==> config.mk <==
export PLATFORM = sky130hd
export DESIGN_NAME = hitspy6_tx_flat
export DESIGN_NICKNAME = d
export VERILOG_FILES = /design/src/rtl/hitspy6_tx_if.sv /design/src/rtl/hitspy6_tx.sv /design/src/flat_wrapper.sv
export SDC_FILE = /design/constraint.sdc
export NUM_CORES = 1
export LEC_CHECK = 0
export CORE_ASPECT_RATIO = 0.9
export CORE_MARGIN = 1.5
export CORE_UTILIZATION = 50
export CTS_CLUSTER_SIZE = 40
export DETAILED_ROUTE_END_ITERATION = 16
export PLACE_DENSITY = 0.88
export SLEW_MARGIN = 10
export SYNTH_ARGS = -nofsm -noshare
export SYNTH_HDL_FRONTEND = slang
export SYNTH_SLANG_ARGS = --single-unit
==> constraint.sdc <==
create_clock -name clk -period 2.75 [get_ports clk]
set_input_delay 0.4125 -clock clk [delete_from_list [all_inputs] [get_ports clk]]
set_output_delay 0.4125 -clock clk [all_outputs]
set_load 0.01 [all_outputs]
==> src/rtl/hitspy6_tx_if.sv <==
// Bus bundle for hitspy6_tx: parallel per-event hit load on one side, serial
// HITIN/DV/HITMAP word stream with back-pressure on the other.
interface hitspy6_tx_if #(
    parameter int unsigned HITBITS_SVX = 8,
    parameter int unsigned HITBITS_XFT = 13
);
    logic                   load;
    logic [4:0]             hitmap_in;
    logic [HITBITS_SVX-1:0] hits1;
    logic [HITBITS_SVX-1:0] hits2;
    logic [HITBITS_SVX-1:0] hits3;
    logic [HITBITS_SVX-1:0] hits4;
    logic [HITBITS_SVX-1:0] hits5;
    logic [HITBITS_XFT-1:0] hits6;
    logic                   hold;
    logic                   ready_c;
    logic [14:0]            hitout;
    logic [4:0]             hitmap;
    logic                   dv;
    logic [HITBITS_XFT-9:0] xft_phi_msb;

    modport master (
        output load, hitmap_in, hits1, hits2, hits3, hits4, hits5, hits6, hold,
        input  ready_c, hitout, hitmap, dv, xft_phi_msb
    );

    modport slave (
        input  load, hitmap_in, hits1, hits2, hits3, hits4, hits5, hits6, hold,
        output ready_c, hitout, hitmap, dv, xft_phi_msb
    );
endinterface

==> src/rtl/hitspy6_tx.sv <==
// Six-layer hit serialiser: captures one event in parallel and emits layer 1..6 words.
// Define HITSPY6_TX_SKIP_EN to skip layers 1-5 whose hitmap bit is clear.
module hitspy6_tx #(
    parameter int unsigned HITBITS_SVX = 8,
    parameter int unsigned HITBITS_XFT = 13
) (
    input logic         clk,
    input logic         rst_n,
    hitspy6_tx_if.slave tx_if
);
    localparam int unsigned NSVX   = 5;
    localparam int unsigned WORD_W = 15;
    localparam int unsigned MSB_W  = HITBITS_XFT - 8;
    localparam logic [2:0]  SEL_L6 = 3'd5;
    localparam logic [0:0]  S_IDLE = 1'b0;
    localparam logic [0:0]  S_SEND = 1'b1;
`ifdef HITSPY6_TX_SKIP_EN
    localparam logic SKIP_EN = 1'b1;
`else
    localparam logic SKIP_EN = 1'b0;
`endif

    typedef logic [NSVX-1:0][HITBITS_SVX-1:0] svx_t;

    // Lowest layer at or above start that is sent; layer 6 when none remain.
    function automatic logic [2:0] scan_sel(input logic [2:0] start, input logic [NSVX-1:0] map);
        logic [2:0] sel;
        sel = SEL_L6;
        for (int i = int'(NSVX) - 1; i >= 0; i--) begin
            if (3'(i) >= start && (map[3'(i)] || !SKIP_EN)) sel = 3'(i);
        end
        return sel;
    endfunction

    function automatic logic [WORD_W-1:0] word_of(input logic [2:0] sel, input svx_t svx,
                                                  input logic [HITBITS_XFT-1:0] xft,
                                                  input logic [NSVX-1:0] map);
        logic [WORD_W-1:0] w;
        w = '0;
        if (sel == SEL_L6)  w = {1'b1, 4'b0000, xft[7:0], 2'b00};
        else if (map[sel])  w = WORD_W'(svx[sel]);
        return w;
    endfunction

    function automatic logic [MSB_W-1:0] msb_of(input logic [2:0] sel, input logic [HITBITS_XFT-1:0] xft);
        return (sel == SEL_L6) ? xft[HITBITS_XFT-1:8] : '0;
    endfunction

    logic [0:0]             state_q, state_d;
    logic [2:0]             ptr_q, ptr_d;
    svx_t                   svx_q, svx_d;
    logic [HITBITS_XFT-1:0] xft_q, xft_d;
    logic [NSVX-1:0]        map_q, map_d;
    logic                   dv_q, dv_d;
    logic [WORD_W-1:0]      hitout_q, hitout_d;
    logic [NSVX-1:0]        hitmap_q, hitmap_d;
    logic [MSB_W-1:0]       msb_q, msb_d;

    svx_t       in_svx;
    logic [2:0] first_sel;
    logic       last_out;

    assign in_svx   = {tx_if.hits5, tx_if.hits4, tx_if.hits3, tx_if.hits2, tx_if.hits1};
    assign last_out = dv_q & hitout_q[WORD_W-1];

    assign tx_if.ready_c     = (state_q == S_IDLE) | (last_out & ~tx_if.hold);
    assign tx_if.dv          = dv_q;
    assign tx_if.hitout      = hitout_q;
    assign tx_if.hitmap      = hitmap_q;
    assign tx_if.xft_phi_msb = msb_q;

    always_ff @(posedge clk or negedge rst_n) begin
        if (!rst_n) begin
            state_q  <= S_IDLE;
            ptr_q    <= '0;
            svx_q    <= '0;
            xft_q    <= '0;
            map_q    <= '0;
            dv_q     <= 1'b0;
            hitout_q <= '0;
            hitmap_q <= '0;
            msb_q    <= '0;
        end else begin
            state_q  <= state_d;
            ptr_q    <= ptr_d;
            svx_q    <= svx_d;
            xft_q    <= xft_d;
            map_q    <= map_d;
            dv_q     <= dv_d;
            hitout_q <= hitout_d;
            hitmap_q <= hitmap_d;
            msb_q    <= msb_d;
        end
    end

    // An accept while the end-of-event word is out forwards the new first word
    // straight from the inputs so consecutive events have no DV gap.
    always_comb begin
        state_d   = state_q;
        ptr_d     = ptr_q;
        svx_d     = svx_q;
        xft_d     = xft_q;
        map_d     = map_q;
        dv_d      = dv_q;
        hitout_d  = hitout_q;
        hitmap_d  = hitmap_q;
        msb_d     = msb_q;
        first_sel = scan_sel(3'd0, tx_if.hitmap_in);
        case (state_q)
            S_IDLE: begin
                if (tx_if.load) begin
                    svx_d   = in_svx;
                    xft_d   = tx_if.hits6;
                    map_d   = tx_if.hitmap_in;
                    ptr_d   = first_sel;
                    state_d = S_SEND;
                end
            end
            S_SEND: begin
                if (!tx_if.hold) begin
                    if (last_out && tx_if.load) begin
                        svx_d    = in_svx;
                        xft_d    = tx_if.hits6;
                        map_d    = tx_if.hitmap_in;
                        dv_d     = 1'b1;
                        hitout_d = word_of(first_sel, in_svx, tx_if.hits6, tx_if.hitmap_in);
                        hitmap_d = tx_if.hitmap_in;
                        msb_d    = msb_of(first_sel, tx_if.hits6);
                        ptr_d    = scan_sel(first_sel + 3'd1, tx_if.hitmap_in);
                    end else if (last_out) begin
                        state_d  = S_IDLE;
                        dv_d     = 1'b0;
                        hitout_d = '0;
                        hitmap_d = '0;
                        msb_d    = '0;
                    end else begin
                        dv_d     = 1'b1;
                        hitout_d = word_of(ptr_q, svx_q, xft_q, map_q);
                        hitmap_d = map_q;
                        msb_d    = msb_of(ptr_q, xft_q);
                        ptr_d    = scan_sel(ptr_q + 3'd1, map_q);
                    end
                end
            end
            default: state_d = S_IDLE;
        endcase
    end
endmodule

==> src/flat_wrapper.sv <==
// flat-port wrapper written by rule: the top's interface ports become plain ports
module hitspy6_tx_flat 
#(
    parameter int unsigned HITBITS_SVX = 8,
    parameter int unsigned HITBITS_XFT = 13
)
  (clk, rst_n, tx_if_load, tx_if_hitmap_in, tx_if_hits1, tx_if_hits2, tx_if_hits3, tx_if_hits4, tx_if_hits5, tx_if_hits6, tx_if_hold, tx_if_ready_c, tx_if_hitout, tx_if_hitmap, tx_if_dv, tx_if_xft_phi_msb);
  hitspy6_tx_if #(.HITBITS_SVX(HITBITS_SVX), .HITBITS_XFT(HITBITS_XFT)) tx_if_i ();
  input logic clk;
  input logic rst_n;
  input wire logic [$bits(tx_if_i.load)-1:0] tx_if_load;
  input wire logic [$bits(tx_if_i.hitmap_in)-1:0] tx_if_hitmap_in;
  input wire logic [$bits(tx_if_i.hits1)-1:0] tx_if_hits1;
  input wire logic [$bits(tx_if_i.hits2)-1:0] tx_if_hits2;
  input wire logic [$bits(tx_if_i.hits3)-1:0] tx_if_hits3;
  input wire logic [$bits(tx_if_i.hits4)-1:0] tx_if_hits4;
  input wire logic [$bits(tx_if_i.hits5)-1:0] tx_if_hits5;
  input wire logic [$bits(tx_if_i.hits6)-1:0] tx_if_hits6;
  input wire logic [$bits(tx_if_i.hold)-1:0] tx_if_hold;
  output wire logic [$bits(tx_if_i.ready_c)-1:0] tx_if_ready_c;
  output wire logic [$bits(tx_if_i.hitout)-1:0] tx_if_hitout;
  output wire logic [$bits(tx_if_i.hitmap)-1:0] tx_if_hitmap;
  output wire logic [$bits(tx_if_i.dv)-1:0] tx_if_dv;
  output wire logic [$bits(tx_if_i.xft_phi_msb)-1:0] tx_if_xft_phi_msb;
  assign tx_if_i.load = tx_if_load;
  assign tx_if_i.hitmap_in = tx_if_hitmap_in;
  assign tx_if_i.hits1 = tx_if_hits1;
  assign tx_if_i.hits2 = tx_if_hits2;
  assign tx_if_i.hits3 = tx_if_hits3;
  assign tx_if_i.hits4 = tx_if_hits4;
  assign tx_if_i.hits5 = tx_if_hits5;
  assign tx_if_i.hits6 = tx_if_hits6;
  assign tx_if_i.hold = tx_if_hold;
  assign tx_if_ready_c = tx_if_i.ready_c;
  assign tx_if_hitout = tx_if_i.hitout;
  assign tx_if_hitmap = tx_if_i.hitmap;
  assign tx_if_dv = tx_if_i.dv;
  assign tx_if_xft_phi_msb = tx_if_i.xft_phi_msb;
  hitspy6_tx #(.HITBITS_SVX(HITBITS_SVX), .HITBITS_XFT(HITBITS_XFT)) u_core (.clk(clk), .rst_n(rst_n), .tx_if(tx_if_i));
endmodule
Word level (Yosys, flattened, before mapping)
Index checks and enable logic that the tools add are counted.

operators by class
  $add $sub $neg = 1
  multipliers = 0
  divide/modulo/power cells = 0
  order comparisons = 6
  equality and inequality tests = 5
  shifts and indexed selects = 0
  muxes and demuxes = 41
  bitwise logic cells = 5
  reductions and logical operators = 4

operator list
  kind                                                                          number
  40-bit 2-to-1 mux                                                             3
  40-bit case mux with 2 select lines                                           1
  15-bit 2-to-1 mux                                                             3
  5-bit 2-to-1 mux                                                              8
  13-bit 2-to-1 mux                                                             3
  13-bit case mux with 2 select lines                                           1
  8-bit binary-select mux with 3-bit select                                     1
  3-bit 2-to-1 mux                                                              8
  8-bit 2-to-1 mux                                                              3
  5-bit case mux with 2 select lines                                            1
  1-bit by 3-bit >= comparator with 1-bit output, first input constant          2
  2-bit by 3-bit >= comparator with 1-bit output, first input constant          2
  1-bit 2-to-1 mux                                                              6
  2-bit != test, second input constant                                          3
  3-bit case mux with 2 select lines                                            1
  3-bit AND reduction                                                           2
  3-bit by 4-bit less-than comparator with 1-bit output, second input constant  1
  3-bit by 1-bit adder with 3-bit output, second input constant                 1
  1-bit binary-select mux with 3-bit select                                     1
  3-bit == test, second input constant                                          1
  3-bit >= comparator, first input constant                                     1
  3-bit != test, second input constant                                          1
  1-bit bitwise AND                                                             2
  1-bit inverter                                                                2
  other kinds (4)                                                               4

word-level totals
  register bits = 88
  latch bits = 0
  memory bits (writable) = 0
  memory bits (read-only) = 0
  input port bits = 62
  logic and storage cells = 75
  memories kept = 0

Logic depth before layout (Yosys ltp)
Gate-level depths: netlist of run 1.

  depth after elaboration = 11
  gate-level depth with buffers = 8
  mapped depth without buffers = 7

Least setup slack after synthesis of run 1
Ideal clock, no wire load.

  path type = register to register
  from = register u_core.dv_q (netlist: u_core.tx_if.dv)
  to = register u_core.map_q[0]
  library setup time = 0.125 ns
  arrival = 1.536 ns
  required time = 2.625 ns
  path slack = 1.088 ns
  stages on the path, launching flop included = 8
  buffers on the path = 3
  period minus slack after synthesis = 1.662 ns
  cells stage by stage = dfrtp_1 -> nand2_1 -> o21ai_2 -> and2_4 -> buf_6 -> buf_6 -> buf_12 -> mux2_4

between the ends
  word-level cells in the longest chain between the ends = 4

ends and longest elaborated chain
  what                           line               text
  from (decl)                    hitspy6_tx.sv:54   logic dv_q, dv_d;
  from (signal assigned)         hitspy6_tx.sv:89   dv_q <= dv_d;
  1-bit bitwise AND              hitspy6_tx.sv:64   assign last_out = dv_q & hitout_q[WORD_W-1];
  1-bit logical AND              hitspy6_tx.sv:121  if (last_out && tx_if.load) begin
  2-bit != test (no line)        n/a
  3-bit AND reduction (no line)  n/a
  to (signal assigned)           hitspy6_tx.sv:88   map_q <= map_d;
  to (decl)                      hitspy6_tx.sv:53   logic [NSVX-1:0] map_q, map_d;

Every way passes these cells.
A chain may end at the register's enable or synchronous reset.

Final worst setup path of run 1
  from = register u_core.hitout_q[14] (netlist: u_core.tx_if.hitout[14])
  to = output port tx_if_ready_c

between the ends
  word-level cells in the longest chain between the ends = 3

ends and longest elaborated chain
  what                    line                text
  from (decl)             hitspy6_tx.sv:55    logic [WORD_W-1:0] hitout_q, hitout_d;
  from (signal assigned)  hitspy6_tx.sv:90    hitout_q <= hitout_d;
  1-bit bitwise AND       hitspy6_tx.sv:64
  1-bit bitwise AND       hitspy6_tx.sv:66    assign tx_if.ready_c = (state_q == S_IDLE) | (last_out & ~tx_if.hold);
  1-bit OR                hitspy6_tx.sv:66
  to (decl)               flat_wrapper.sv:20  output wire logic [$bits(tx_if_i.ready_c)-1:0] tx_if_ready_c;

Every way passes these cells.

==> flow_summary.json, run 1 <==
{
  "r2r.worst_path.cells": 5,
  "num_io_pins": 89,
  "post_synth_instance_area_sq_um": 3920,
  "cts.root.buffer_cell": "clkbuf_8",
  "post-cts-setup-buffer-count": 0,
  "synthesis.instances": 325,
  "hold_path_class": "input pin to async pin",
  "multi_input_gate_area_in_the_final_layout_sq_um": 1640,
  "cp_num_cells": 3,
  "synthTopCellsByArea": "dfrtp_1 54%, mux2_2 15%, mux2_4 3.1%, o21ai_0 2.9%, mux2i_1 2.8%",
  "worstPathMaxFanout": 11,
  "routed_wl_mm": 8.91,
  "predominant_post_synthesis_flop_cell": "dfrtp_1",
  "final_period_minus_worst_setup_slack_ps": 2350,
  "hold_violations": 0,
  "cts-buffers-inserted": 9,
  "setup_viol": 0,
  "slew_viol_final": 0,
  "crit_chain": "nand2_1, o21ai_2, clkdlybuf4s50_1",
  "route.vias.total": 2900,
  "clkLatencyLatePin_ps": 360,
  "leading_cell_type_in_the_layout_fill_and_taps_excluded": "dfrtp_1",
  "fmaxAchievable_mhz": 426,
  "syn_avg_cell_area_sq_um": 12.1,
  "floorplan.core_area_sq_um": 7580,
  "worst_setup_path_start_kind": "flop",
  "dr.first_iter.drc_count": 167,
  "ys_warn_count": 0,
  "reg2reg_slack_ps": 600,
  "clock_skew_ps": 8.51,
  "required_ps": 2340,
  "drv_cap": 0,
  "post_route_cells_drive_above_1_share": 0.217,
  "post_cts_resized": 0,
  "fillers": 570,
  "route.detailed.vias_per_inst": 5.73,
  "critPathKind": "flop to output port",
  "synthArstFlopShare": 1.00,
  "die_h_um": 87.0,
  "grt_first_pass_wirelength_mm": 14.5,
  "cts_sinks": 84,
  "synth_cell_type_count": 36,
  "ant_nets": 0,
  "die-width_um": 96.4,
  "timing.final.crit_share": 0.854,
  "cpLargestDelayFamily": "buffers and inverters",
  "tritoncts": "built",
  "synth_top_cell_area_share": 0.536,
  "place.gp.congestion": 0.811,
  "ctsHtreeMaxLevel": 3,
  "final_core_density": 0.660,
  "synth_largest_area_cell": "dfrtp_1",
  "detailedPlace.worstSlack_ps": 445,
  "worstMarginPinSlew_ps": 1040,
  "initial_utilization": 0.517,
  "ys_ff_latch": 84,
  "cts.path.max_buffers": 2,
  "endpoint_kind": "output port",
  "gr-total-overflow": 0,
  "grtUsageTotal": 0.233,
  "timing.setup.tns_ps": 0,
  "die-area_sq_um": 8390,
  "final_cell_mix": "84 x dfrtp_1, 83 x clkdlybuf4s50_1, 51 x mux2_2, 25 x nand2_1, 23 x o21ai_0",
  "power.ir.vdd_worst_v": 0.000468,
  "arrival_time_at_the_worst_endpoint_ps": 1940,
  "run_status": "complete, no violations",
  "final.setup.worst_slack_ps": 400,
  "maxSlewHeadroom": 0.306,
  "cpPeakStageDelay_ps": 590,
  "synth-edff-count": 0,
  "cts-hold-fix-buffers": 0,
  "cell_count_final_fillers_out": 506,
  "rows": 30,
  "path_buf_inv": 1,
  "first_global_vias": 3003,
  "antenna_cells_inserted": 0,
  "cts.reportedPaths.clkPinSlew_ps": 80,
  "place_inst": 490,
  "antenna_found_initial": 0,
  "worst_path_max_delay_cell": "clkdlybuf4s50_1",
  "synthToLayoutAreaGrowth_pct": 27.6,
  "whs_ps": 218,
  "fin_nets": 471,
  "power-per-cell-area_nw_per_um2": 1010,
  "leakage_nw": 2.09,
  "seq_area_sq_um": 2100,
  "place_hpwl_mm": 6.15,
  "rsz0062_at_grt": "false",
  "routed_wire_length_per_instance_um": 17.6,
  "detailedRoute.firstPassIterationCount": 5,
  "synth-seq-area-share": 0.536,
  "route.detailed.drc": 0,
  "grt_start_max_net_pins": 85,
  "port-buffer-count": 84
}
path summary, 6_finish.rpt:
kind	startpoint	to
min in group clk	u_core.tx_if.xft_phi_msb[2]	u_core.tx_if.xft_phi_msb[2]
min	rst_n	u_core.tx_if.hitmap[3]
max reg2reg	u_core.tx_if.hitout[14]	u_core.svx_q[27]
max	u_core.tx_if.hitout[14]	tx_if_ready_c
max in group asynchronous	rst_n	u_core.svx_q[37]
min reg2reg	u_core.tx_if.xft_phi_msb[2]	u_core.tx_if.xft_phi_msb[2]
Yosys cell counts, types with 4 or more instances:
cell and count:
o21a_1 4, buf_4 9, nand3b_1 5, a211oi_1 4
nand2_1 25, dfrtp_1 84, ha_1 4, nand3_1 5
a221oi_1 6, buf_6 4, a31oi_1 5, clkbuf_1 4
buf_2 8, mux2_4 8, mux2_2 51, o21ai_0 23
nor2b_1 5, a21oi_1 16, o21ai_1 4, mux2i_1 11
nor2_1 15
layout make-up:
cell class / count / area share
inverter: 3 / 0.00225
multi-input combinational: 215 / 0.327
sequential: 84 / 0.420
timing repair buffer: 92 / 0.182
tap: 96 / 0.0240
clock buffer: 11 / 0.0282
clock inverter: 5 / 0.0167
sequential cells by signal (all words and copies together) (netlist names):
| signal | flops |
|---|---|
| u_core.svx_q | 40 |
| u_core.xft_q | 13 |
| u_core.tx_if.hitout | 11 |
| u_core.map_q | 5 |
| u_core.tx_if.hitmap | 5 |
| u_core.tx_if.xft_phi_msb | 5 |
| u_core.ptr_q | 3 |
| u_core.state_q | 1 |
| u_core.tx_if.dv | 1 |
worst reg2reg max path, cell delays in order, from the launching register on:
cell	delay, ps
dfrtp_1	430
nand2_1	290
o21ai_2	270
and2_4	380
buf_12	280
mux2_2	390
cell families after synthesis:
group           Yosys count  share of synthesized area
buf+inv                  29                     0.0507
compound gates           74                      0.117
simple gates             63                     0.0775
other cells               1                   0.000956
mux                      70                      0.205
fa+ha+maj                 4                     0.0128
flops                    84                      0.536
report_power, final:
| part | internal, mW | switching, mW | leakage, nW |
|---|---|---|---|
| logic | 1.07 | 0.835 | 0.954 |
| clock network | 0.540 | 0.449 | 0.106 |
| registers | 1.79 | 0.361 | 1.03 |
| total | 3.40 | 1.64 | 2.09 |
per-layer routing:
metal	vias up	GRT usage	part of all wire
li1	1314	-	-
met1	1437	0.292	0.41
met2	125	0.379	0.50
met3	24	0.0628	0.068
met4	0	0.101	0.028
met5	-	0	0
stage by stage:
step,cell area [sq um],power (mW)
2_1_floorplan,3940,3.36
3_3_place_gp,4780,3.95
3_5_place_dp,4780,4.07
4_1_cts,5010,5.07
5_1_grt,5010,5.36
6_report,5010,5.05
No activity file was read; power rests on OpenSTA's default activity.
==> run 2: changes to the inputs <==
--- a/config.mk
+++ b/config.mk
@@ -5,11 +5,12 @@
 export SDC_FILE = /design/constraint.sdc
 export NUM_CORES = 1
 export LEC_CHECK = 0
-export CORE_ASPECT_RATIO = 0.9
+export CORE_ASPECT_RATIO = 1.75
 export CORE_MARGIN = 1.5
 export CORE_UTILIZATION = 50
 export CTS_CLUSTER_SIZE = 40
 export DETAILED_ROUTE_END_ITERATION = 16
+export HOLD_SLACK_MARGIN = 0.05
 export PLACE_DENSITY = 0.88
 export SLEW_MARGIN = 10
 export SYNTH_ARGS = -nofsm -noshare
==> run 2 against run 1 <==
  * Sequential power rose by 2%
  * Design area rose by 1.1%
  * Sequential cell count did not move
  * Clock power rose by 16%
  * Worst hold slack improved by 24 ps
  * Clock skew fell by 1.6 ps
  * Routed wire length rose by 0.54%
  * Via count fell by 0.10%
  * Combinational power barely moved
  * Global-route usage fell by 0.52 points
==> flow_summary.json, run 2 (same netlist as run 1, synthesis figures left out) <==
{
  "final_period_minus_worst_setup_slack_ps": 2320,
  "final_core_density": 0.669,
  "place.gp.congestion": 0.841,
  "routed_wire_length_per_instance_um": 18.0,
  "seq_power_share": 0.420,
  "initial_utilization": 0.519,
  "route.detailed.drc": 0,
  "port-buffer-count": 84,
  "proportion_of_total_power_due_to_net_switching": 0.318,
  "route.vias.total": 2897,
  "power.switching_mw": 1.66,
  "post_cts_resized": 0,
  "cts.root.buffer_cell": "clkbuf_16",
  "combPwrFrac": 0.361,
  "routed_wl_mm": 8.95,
  "antenna_cells_inserted": 0,
  "rsz0062_at_grt": "false",
  "place_hpwl_mm": 6.43,
  "cell_internal_power_dissipation_mw": 3.56,
  "leading_cell_type_in_the_layout_fill_and_taps_excluded": "dfrtp_1",
  "worst_path_max_delay_cell": "clkdlybuf4s50_1",
  "die_h_um": 120,
  "cpPeakStageDelay_ps": 570,
  "die-width_um": 70.0,
  "num_io_pins": 89,
  "grt_start_max_net_pins": 85,
  "run_status": "complete, no violations",
  "ant_nets": 0,
  "arrival_time_at_the_worst_endpoint_ps": 1910,
  "crit_chain": "nand2_1, o21ai_2, clkdlybuf4s50_1",
  "setup_viol": 0,
  "route.detailed.vias_per_inst": 5.83,
  "required_ps": 2340,
  "tritoncts": "built",
  "endpoint_kind": "output port",
  "detailedRoute.firstPassIterationCount": 4,
  "final_cell_mix": "84 x dfrtp_1, 83 x clkdlybuf4s50_1, 51 x mux2_2, 25 x nand2_1, 23 x o21ai_0",
  "dr.first_iter.drc_count": 244,
  "power.ir.vdd_worst_v": 0.000529,
  "die-area_sq_um": 8410,
  "fmaxAchievable_mhz": 431,
  "post_route_cells_drive_above_1_share": 0.210,
  "grtUsageTotal": 0.228,
  "worstPathMaxFanout": 11,
  "grt-busiest-layer": "met2",
  "hold_path_class": "input pin to async pin",
  "area_of_all_placed_cells_without_fillers_sq_um": 5060,
  "cell_count_final_fillers_out": 497,
  "use_met1": 0.239,
  "ctsHtreeMaxLevel": 3,
  "power-per-cell-area_nw_per_um2": 1030,
  "timing.setup.tns_ps": 0,
  "rows": 42,
  "post-layout-total-power_mw": 5.22,
  "timing.final.crit_share": 0.843,
  "maxSlewHeadroom": 0.312,
  "drv_cap": 0,
  "whs_ps": 242,
  "critPathKind": "flop to output port",
  "cts-buffers-inserted": 9,
  "cts.path.max_buffers": 2,
  "clkLatencyLatePin_ps": 350,
  "largest_register_ffs": 40,
  "gr-total-overflow": 0,
  "synthToLayoutAreaGrowth_pct": 29.0,
  "detailed_place.area_sq_um": 4790,
  "clock_skew_ps": 6.87,
  "cts.reportedPaths.clkPinSlew_ps": 60,
  "leakage_nw": 2.13,
  "reg2reg_slack_ps": 640,
  "grt_first_pass_wirelength_mm": 14.7,
  "antenna_found_initial": 0,
  "share_clk_of_total_power": 0.219,
  "first_global_vias": 3049,
  "post-cts-setup-buffer-count": 0,
  "grt_use_met3": 0.0392,
  "fin_nets": 472,
  "final.setup.worst_slack_ps": 432,
  "worst_setup_path_start_kind": "flop",
  "max_flop_register": "u_core.svx_q",
  "floorplan.core_area_sq_um": 7570,
  "cts-hold-fix-buffers": 0,
  "slew_viol_final": 0,
  "hold_violations": 0,
  "place_inst": 483,
  "detailedPlace.worstSlack_ps": 502,
  "cts_sinks": 84,
  "gr-usage-met2": 0.406,
  "worstMarginPinSlew_ps": 1030
}
run 2: worst max-delay path, delay by kind of cell (launching register included):
family	cells	cell delay (ps)
AO/OA/AOI/OAI	1	270
buffers and inverters	1	570
flip-flops	1	430
AND/OR/NAND/NOR	1	290
run 2: final cells by class:
cell class | count | area [sq um]
clock inverter | 3 | 40.0
fill | 585 | 2510
timing repair buffer | 93 | 931
clock buffer | 11 | 233
sequential | 84 | 2100
tap | 88 | 110
inverter | 3 | 11.3
multi-input combinational | 215 | 1630
run 2: final timing paths:
| kind | start | endpoint | depth (start not counted) |
|---|---|---|---|
| worst max register to register | u_core.ptr_q[2] | u_core.tx_if.hitout[6] | 5 |
| worst max-delay path | u_core.tx_if.hitout[14] | tx_if_ready_c | 3 |
| min in group clk | u_core.tx_if.xft_phi_msb[4] | u_core.tx_if.xft_phi_msb[4] | 2 |
| max in group asynchronous | rst_n | u_core.svx_q[12] | 1 |
| worst min-delay path | rst_n | u_core.tx_if.hitout[6] | 1 |
| worst min register to register | u_core.tx_if.xft_phi_msb[4] | u_core.tx_if.xft_phi_msb[4] | 2 |
run 2: power groups by stage:
stage | Sequential (mW) | Combinational [mW] | Clock, mW
2_1_floorplan | 2.10 | 1.26 | 0
3_3_place_gp | 2.17 | 1.80 | 0
3_5_place_dp | 2.20 | 1.88 | 0
4_1_cts | 2.19 | 1.90 | 1.16
5_1_grt | 2.25 | 2.05 | 1.22
6_report | 2.19 | 1.88 | 1.15
run 2: per-layer routing:
metal,share of wire,vias up
li1,-,1317
met1,0.35,1417
met2,0.55,128
met3,0.050,35
met4,0.052,0
met5,0,-
